**config.mk**
```make
export PLATFORM = sky130hd
export DESIGN_NAME = fir_mac_mc
export DESIGN_NICKNAME = d
export VERILOG_FILES = /design/src/rtl/fir_mac_pkg.sv /design/src/rtl/fir_coef_bank.sv /design/src/rtl/fir_mac_mc.sv
export SDC_FILE = /design/constraint.sdc
export NUM_CORES = 2
export LEC_CHECK = 0
export BUFFER_PORTS_ARGS = -buffer_cell sky130_fd_sc_hd__clkbuf_2
export CORE_ASPECT_RATIO = 1.5
export CORE_MARGIN = 3
export CORE_UTILIZATION = 50
export CTS_BUF_LIST = sky130_fd_sc_hd__clkbuf_16
export CTS_CLUSTER_SIZE = 40
export DETAILED_ROUTE_END_ITERATION = 12
export HOLD_SLACK_MARGIN = 0.08
export PLACE_DENSITY = 0.71
export SETUP_SLACK_MARGIN = 0.3
export SKIP_CTS_REPAIR_TIMING = 1
export SLEW_MARGIN = 15
export SYNTH_ARGS = -nofsm -noshare
export SYNTH_HDL_FRONTEND = slang
export SYNTH_SLANG_ARGS = --single-unit
```
**constraint.sdc**
```tcl
create_clock -name clk -period 41.4 [get_ports clk]
set_input_delay 8.28 -clock clk [delete_from_list [all_inputs] [get_ports clk]]
set_output_delay 8.28 -clock clk [all_outputs]
set_load 0.03 [all_outputs]
```
**src/rtl/fir_mac_pkg.sv**
```systemverilog
// Shared types and arithmetic helpers for the multi-channel FIR MAC.
// Holds the controller state encoding, the accumulator sizing rule and
// the round-half-up / clamp helpers used on the output path.
package fir_mac_pkg;

  // Controller states: wait for a sample, accumulate TAPS products, emit.
  typedef enum logic [1:0] {
    IDLE = 2'd0,
    MAC  = 2'd1,
    OUT  = 2'd2
  } state_t;

  // Working width for the output arithmetic; wide enough for any
  // accumulator this block is built with (DW+CW+clog2(TAPS) < 62).
  localparam int RS_W = 64;

  // Width of a channel index port; a single channel still gets one bit.
  function automatic int ch_width(input int ch);
    return (ch > 1) ? $clog2(ch) : 1;
  endfunction

  // Accumulator width that can hold TAPS full-scale products without wrap.
  function automatic int acc_width(input int dw, input int cw, input int taps);
    return dw + cw + $clog2(taps);
  endfunction

  // Drop the CW-1 fractional bits of a Qx.(CW-1) product sum, rounding half up.
  function automatic logic signed [RS_W-1:0] round_half_up(
    input logic signed [RS_W-1:0] acc,
    input int                     cw
  );
    return (acc + (64'sd1 <<< (cw - 2))) >>> (cw - 1);
  endfunction

  // True when the rounded value does not fit a signed dw-bit result.
  function automatic logic sat_flag(
    input logic signed [RS_W-1:0] acc,
    input int                     cw,
    input int                     dw
  );
    logic signed [RS_W-1:0] r;
    logic signed [RS_W-1:0] hi;
    logic signed [RS_W-1:0] lo;
    r  = round_half_up(acc, cw);
    hi = (64'sd1 <<< (dw - 1)) - 64'sd1;
    lo = -(64'sd1 <<< (dw - 1));
    return (r > hi) || (r < lo);
  endfunction

  // Rounded value clamped to the signed dw-bit range.
  function automatic logic signed [RS_W-1:0] round_sat(
    input logic signed [RS_W-1:0] acc,
    input int                     cw,
    input int                     dw
  );
    logic signed [RS_W-1:0] r;
    logic signed [RS_W-1:0] hi;
    logic signed [RS_W-1:0] lo;
    r  = round_half_up(acc, cw);
    hi = (64'sd1 <<< (dw - 1)) - 64'sd1;
    lo = -(64'sd1 <<< (dw - 1));
    if (r > hi) begin
      return hi;
    end else if (r < lo) begin
      return lo;
    end else begin
      return r;
    end
  endfunction

endpackage

```
**src/rtl/fir_coef_bank.sv**
```systemverilog
// Two-bank coefficient store: TAPS signed coefficients per bank, one
// write port and one asynchronous read port. Cleared by reset.
module fir_coef_bank
  import fir_mac_pkg::*;
#(
  parameter int CW   = 16,
  parameter int TAPS = 32
) (
  input  logic                      clk,
  input  logic                      reset,
  input  logic                      we,
  input  logic                      wr_bank,
  input  logic [$clog2(TAPS)-1:0]   wr_addr,
  input  logic signed [CW-1:0]      wr_data,
  input  logic                      rd_bank,
  input  logic [$clog2(TAPS)-1:0]   rd_addr,
  output logic signed [CW-1:0]      rd_data
);

  logic signed [CW-1:0] mem_r [2][TAPS];

  // Coefficient array: cleared on reset, otherwise written one word per strobe.
  always_ff @(posedge clk) begin
    if (reset) begin
      for (int b = 0; b < 2; b++) begin
        for (int t = 0; t < TAPS; t++) begin
          mem_r[b][t] <= {CW{1'b0}};
        end
      end
    end else if (we) begin
      mem_r[wr_bank][wr_addr] <= wr_data;
    end
  end

  assign rd_data = mem_r[rd_bank][rd_addr];

endmodule

```
**src/rtl/fir_mac_mc.sv**
```systemverilog
// Time-multiplexed multi-channel FIR filter using a single multiplier.
// Each accepted sample is shifted into its channel's delay line, then
// TAPS products are accumulated one per cycle and the sum is rounded,
// clamped and presented with a one-cycle strobe. Coefficients come from
// one of two banks chosen per sample; writes to the bank in use while
// a result is being computed are refused and flagged.
module fir_mac_mc
  import fir_mac_pkg::*;
#(
  parameter int DW   = 16,
  parameter int CW   = 16,
  parameter int TAPS = 32,
  parameter int CH   = 2
) (
  input  logic                          clk,
  input  logic                          reset,
  input  logic                          in_valid,
  output logic                          in_ready,
  input  logic [ch_width(CH)-1:0]       in_ch,
  input  logic signed [DW-1:0]          x_in,
  input  logic                          bank_sel,
  input  logic                          coef_we,
  input  logic                          coef_bank,
  input  logic [$clog2(TAPS)-1:0]       coef_addr,
  input  logic signed [CW-1:0]          coef_data,
  output logic                          coef_err,
  output logic                          out_valid,
  output logic [ch_width(CH)-1:0]       out_ch,
  output logic signed [DW-1:0]          y_out,
  output logic                          sat
);

  localparam int CHW  = ch_width(CH);
  localparam int AW   = $clog2(TAPS);
  localparam int ACCW = acc_width(DW, CW, TAPS);
  localparam int PW   = DW + CW;
  localparam logic [CHW:0]  CH_LIM = (CHW + 1)'(CH);
  localparam logic [AW-1:0] K_LAST = AW'(TAPS - 1);

  state_t                    state_r;
  state_t                    state_s;
  logic [AW-1:0]             k_r;
  logic [CHW-1:0]            ch_r;
  logic                      bank_r;
  logic signed [ACCW-1:0]    acc_r;
  logic signed [DW-1:0]      line_r [CH][TAPS];

  logic                      ch_ok_s;
  logic                      take_s;
  logic                      last_s;
  logic                      conflict_s;
  logic                      coef_wr_s;
  logic signed [CW-1:0]      h_s;
  logic signed [DW-1:0]      x_s;
  logic signed [PW-1:0]      prod_s;
  logic signed [RS_W-1:0]    acc_ext_s;
  logic signed [DW-1:0]      y_s;
  logic                      sat_s;

  assign ch_ok_s = ({1'b0, in_ch} < CH_LIM);
  assign last_s  = (k_r == K_LAST);

  // A write may not touch the bank that the in-flight sample is reading.
  assign conflict_s = coef_we && (coef_bank == bank_r) && (state_r != IDLE);
  assign coef_wr_s  = coef_we && !conflict_s;

  fir_coef_bank #(
    .CW   (CW),
    .TAPS (TAPS)
  ) u_coef (
    .clk     (clk),
    .reset   (reset),
    .we      (coef_wr_s),
    .wr_bank (coef_bank),
    .wr_addr (coef_addr),
    .wr_data (coef_data),
    .rd_bank (bank_r),
    .rd_addr (k_r),
    .rd_data (h_s)
  );

  // Next-state logic: accept in IDLE, TAPS accumulate cycles, one output cycle.
  always_comb begin
    state_s = state_r;
    take_s  = 1'b0;
    case (state_r)
      IDLE: begin
        if (in_valid && ch_ok_s) begin
          take_s  = 1'b1;
          state_s = MAC;
        end else begin
          state_s = IDLE;
        end
      end
      MAC: begin
        if (last_s) begin
          state_s = OUT;
        end else begin
          state_s = MAC;
        end
      end
      OUT:     state_s = IDLE;
      default: state_s = IDLE;
    endcase
  end

  // Datapath: current tap product and the rounded/clamped result of the sum.
  always_comb begin
    x_s       = line_r[ch_r][k_r];
    prod_s    = PW'(x_s) * PW'(h_s);
    acc_ext_s = RS_W'(acc_r);
    y_s       = DW'(round_sat(acc_ext_s, CW, DW));
    sat_s     = sat_flag(acc_ext_s, CW, DW);
  end

  // Controller state, accumulator and registered outputs.
  always_ff @(posedge clk) begin
    if (reset) begin
      state_r   <= IDLE;
      k_r       <= {AW{1'b0}};
      ch_r      <= {CHW{1'b0}};
      bank_r    <= 1'b0;
      acc_r     <= {ACCW{1'b0}};
      in_ready  <= 1'b1;
      coef_err  <= 1'b0;
      out_valid <= 1'b0;
      out_ch    <= {CHW{1'b0}};
      y_out     <= {DW{1'b0}};
      sat       <= 1'b0;
    end else begin
      state_r   <= state_s;
      in_ready  <= (state_s == IDLE);
      coef_err  <= conflict_s;
      out_valid <= 1'b0;
      case (state_r)
        IDLE: begin
          if (take_s) begin
            ch_r   <= in_ch;
            bank_r <= bank_sel;
            acc_r  <= {ACCW{1'b0}};
            k_r    <= {AW{1'b0}};
          end
        end
        MAC: begin
          acc_r <= acc_r + ACCW'(prod_s);
          k_r   <= k_r + AW'(1);
        end
        OUT: begin
          out_valid <= 1'b1;
          out_ch    <= ch_r;
          y_out     <= y_s;
          sat       <= sat_s;
        end
        default: begin
          out_valid <= 1'b0;
        end
      endcase
    end
  end

  // Per-channel delay lines: only the accepted sample's channel shifts.
  always_ff @(posedge clk) begin
    if (reset) begin
      for (int c = 0; c < CH; c++) begin
        for (int t = 0; t < TAPS; t++) begin
          line_r[c][t] <= {DW{1'b0}};
        end
      end
    end else if (take_s) begin
      for (int c = 0; c < CH; c++) begin
        if (CHW'(c) == in_ch) begin
          for (int t = TAPS - 1; t > 0; t--) begin
            line_r[c][t] <= line_r[c][t-1];
          end
          line_r[c][0] <= x_in;
        end
      end
    end
  end

endmodule

```
==> flow_metrics.tcl <==
set metrics [dict create \
    status "complete, no violations" \
    yosysWarnings 0 \
    cp_top_family "buffers and inverters" \
    dr.pass1.iters 5 \
    ys_seq_area_share_pct 60.7 \
    clock-sinks 2117 \
    path_class "in -> reg" \
    grt_max_degree 299 \
    insertion_delay_ns 0.85 \
    max-clock-path-buffers 4 \
    skew_ns 0.0878 \
    fp.dieW_um 377 \
    synthesis.nets 7008 \
    antenna_found_initial 12 \
    ys.flop_type "edfxtp_1" \
    slowest_stage "buf_4" \
    dp_cells 8911 \
    cts_root_buf "clkbuf_16" \
    required_ns 41.83 \
    grt_pass1_vias 59900 \
    setup_viol 0 \
    max_freq_mhz 81.0 \
    synth.distinct_cells 62 \
    pwr-share-seq_pct 38.8 \
    hold_viol_final 0 \
    fillers 16000 \
    syn_to_final_growth_pct 8.81 \
    num_rows 203 \
    hold_ws_ns 0.464 \
    viasPerCell 6.09 \
    comb_power_share_pct 33.9 \
    netlist_instances 6534 \
    cts_max_level 4 \
    worstMarginPinSlew_ns 1.21 \
    fin_crit_sh_pct 29.8 \
    swShare_pct 32.8 \
    overflow 0 \
    vias 56400 \
    worstPathBufferInverterCount 4 \
    max_stage_delay_ns 0.95 \
    tns_ns 0 \
    die-area_mm2 0.212 \
    num-nets-final 6918 \
    wire_per_inst_um 26.6 \
    ios 65 \
    rsz0062_at_grt "false" \
    clk_pin_slew_ns 0.06 \
    drive_gt1_share_pct 18.8 \
    cts_tree "built" \
    dpl.hpwl_mm 151 \
    synth_seq_cells 2117 \
    grt_first_pass_wirelength_mm 378 \
    fin_crit_ns 12.34 \
    drtIter0Drc 5970 \
    p_switching_mw 2.16 \
    track_usage_pct 23.5 \
    netlist_area_mm2 0.103 \
    routed_wirelength_mm 246 \
    drc 0 \
    powerDensity_mw_per_mm2 58.4 \
    crit_path_max_fanout 102 \
    die_y_um 563 \
    slew_violations 0 \
    initial_core_util_pct 50.5 \
    crit_chain "clkbuf_2, nor3b_2, nor2b_4, buf_4, nor2b_2, or2_4, buf_4, buf_4" \
    ys_async_sr_fraction_pct 0 \
    place_congestion 0.860 \
    min_path_type "reg -> reg" \
    cp-start-kind "input port" \
    maxSlewHeadroom_pct 19.3 \
    numPortBuffers 64 \
    ir_drop_v 0.000105 \
    pwr-share-clk_pct 27.3 \
    coreArea_mm2 0.205 \
    synth-edff-count 2032 \
    intPower_mw 4.41 \
    cts_buffers 196 \
    cpMostUsedCell "buf_4" \
    p_leak_nw 43.1 \
    critical_path_arrival_ns 12.77 \
    syn_area_per_cell_um2 15.8 \
    drv_cap 0 \
    ant_nets 0 \
    endpoint_kind "flip-flop" \
    stdcell_count 9271 \
]
-- state kept, by name, summed over array words and instances, names as in the netlist, 2 cells and up, named ones only --
| name | flops |
|---|---|
| acc_r | 37 |
| k_r | 5 |
| line_r | 1024 |
| state_r | 2 |
| u_coef.mem_r | 1024 |
| y_out | 16 |
-- routing by layer --
metal	routed length (µm)	vias to the layer above	track usage, %
met5	34	-	0
met4	10800	6	9.23
met1	91400	29900	29.7
met2	129000	2138	41.2
li1	-	23900	-
met3	15000	499	3.17
-- worst register-to-register path, delay by kind of cell (launching register included) --
| family | cells | cell delay [ns] |
|---|---|---|
| AOI/OAI and AO/OA | 6 | 1.61 |
| and+or+nand+nor | 6 | 1.46 |
| adders and majority gates | 7 | 3.19 |
| DFF | 1 | 0.74 |
| buffers and inverters | 9 | 3.11 |
| muxes | 3 | 1.59 |
-- power groups by stage --
stage / logic [mW] / registers [mW] / clock network [mW]
after global routing: 2.53 / 2.56 / 1.90
after floorplan: 1.68 / 2.58 / 0
after detailed placement: 2.20 / 2.59 / 0
final: 2.23 / 2.55 / 1.80
after global placement: 2.18 / 2.58 / 0
after CTS: 2.24 / 2.55 / 1.82
-- path summary, 6_finish.rpt --
kind / endpoint / start / cells after the start / slack [ns]
max: line_r[0][216] / in_valid / 8 / 29.06
min: out_ch / out_ch / 2 / 0.46
max reg2reg: acc_r[32] / k_r[0] / 31 / 29.54
min reg2reg: out_ch / out_ch / 2 / 0.46
-- cell type report --
cell class / count / area [µm²] / area share, %
inverter: 366 / 1380 / 1.23
sequential: 2117 / 62700 / 55.8
antenna: 7 / 17.5 / 0.0156
multi-input combinational: 3568 / 37300 / 33.2
clock inverter: 155 / 1300 / 1.16
timing repair buffer: 195 / 1430 / 1.27
clock buffer: 198 / 4950 / 4.40
tap: 2665 / 3330 / 2.96
-- synthesized netlist by cell type (5+ instances only) --
library cell	count	area (µm²)
and2_1	1068	6680
mux2i_1	16	160
nor2_1	236	886
inv_1	358	1340
a21oi_1	73	365
mux2_2	13	146
a22o_1	23	201
fa_1	318	6370
and3_1	514	3220
ha_1	112	1400
nor3_1	11	55.1
a22oi_1	27	203
dfxtp_1	85	1700
edfxtp_1	2032	61000
nand3b_1	5	37.5
buf_6	18	203
buf_1	26	97.6
a21o_1	20	150
nand2_1	211	792
nor3b_1	5	37.5
nor2b_1	16	100
nand4_1	6	37.5
xnor2_1	31	272
clkbuf_1	332	1250
xor2_1	19	166
o21ai_0	42	210
buf_4	15	113
or2_2	41	257
nand2b_1	13	81.3
buf_2	92	460
inv_2	8	30.0
or3_1	6	37.5
o21bai_1	6	45.0
nand3_1	15	75.1
a211oi_1	21	158
a221oi_1	5	43.8
mux4_2	649	14600
-- placed cells by master, fill, tap and decap left out, types with 27 or more instances in the layout --
cell       netlist  routed
xnor2_1         31      31
fa_1           318     318
edfxtp_1      2032    2032
inv_1          358     394
clkbuf_2         0      62
or2_2           41      40
clkbuf_16        0     198
a22oi_1         27      27
o21ai_0         42      38
a21oi_1         73      57
ha_1           112     112
buf_4           15     122
nor2_1         236     227
and2_1        1068    1061
clkinv_2         0      35
clkinv_1         0      41
and3_1         514     514
dfxtp_1         85      78
mux4_2         649     649
nand2_1        211     211
-- kinds of logic after synthesis --
family | count (synthesis) | synth area share (%)
and+or+nand+nor | 2158 | 12.0
DFF | 2117 | 60.7
buffers and inverters | 849 | 3.38
muxes | 678 | 14.4
adders and majority gates | 430 | 7.51
AOI/OAI and AO/OA | 252 | 1.62
xor gates and xnor gates | 50 | 0.424
-- stage by stage --
step | total power, mW | utilization, % | setup WS (ns) | cell area, µm²
floorplan | 4.26 | - | 21.86 | 103000
global placement | 4.77 | 51.9 | 28.30 | 106000
detailed placement | 4.79 | 51.9 | 28.21 | 106000
CTS | 6.61 | 54.9 | 29.10 | 112000
global route | 6.99 | 55.0 | 28.78 | 112000
finish | 6.57 | 55.0 | 29.06 | 113000
No activity file was read; power rests on OpenSTA's default activity.
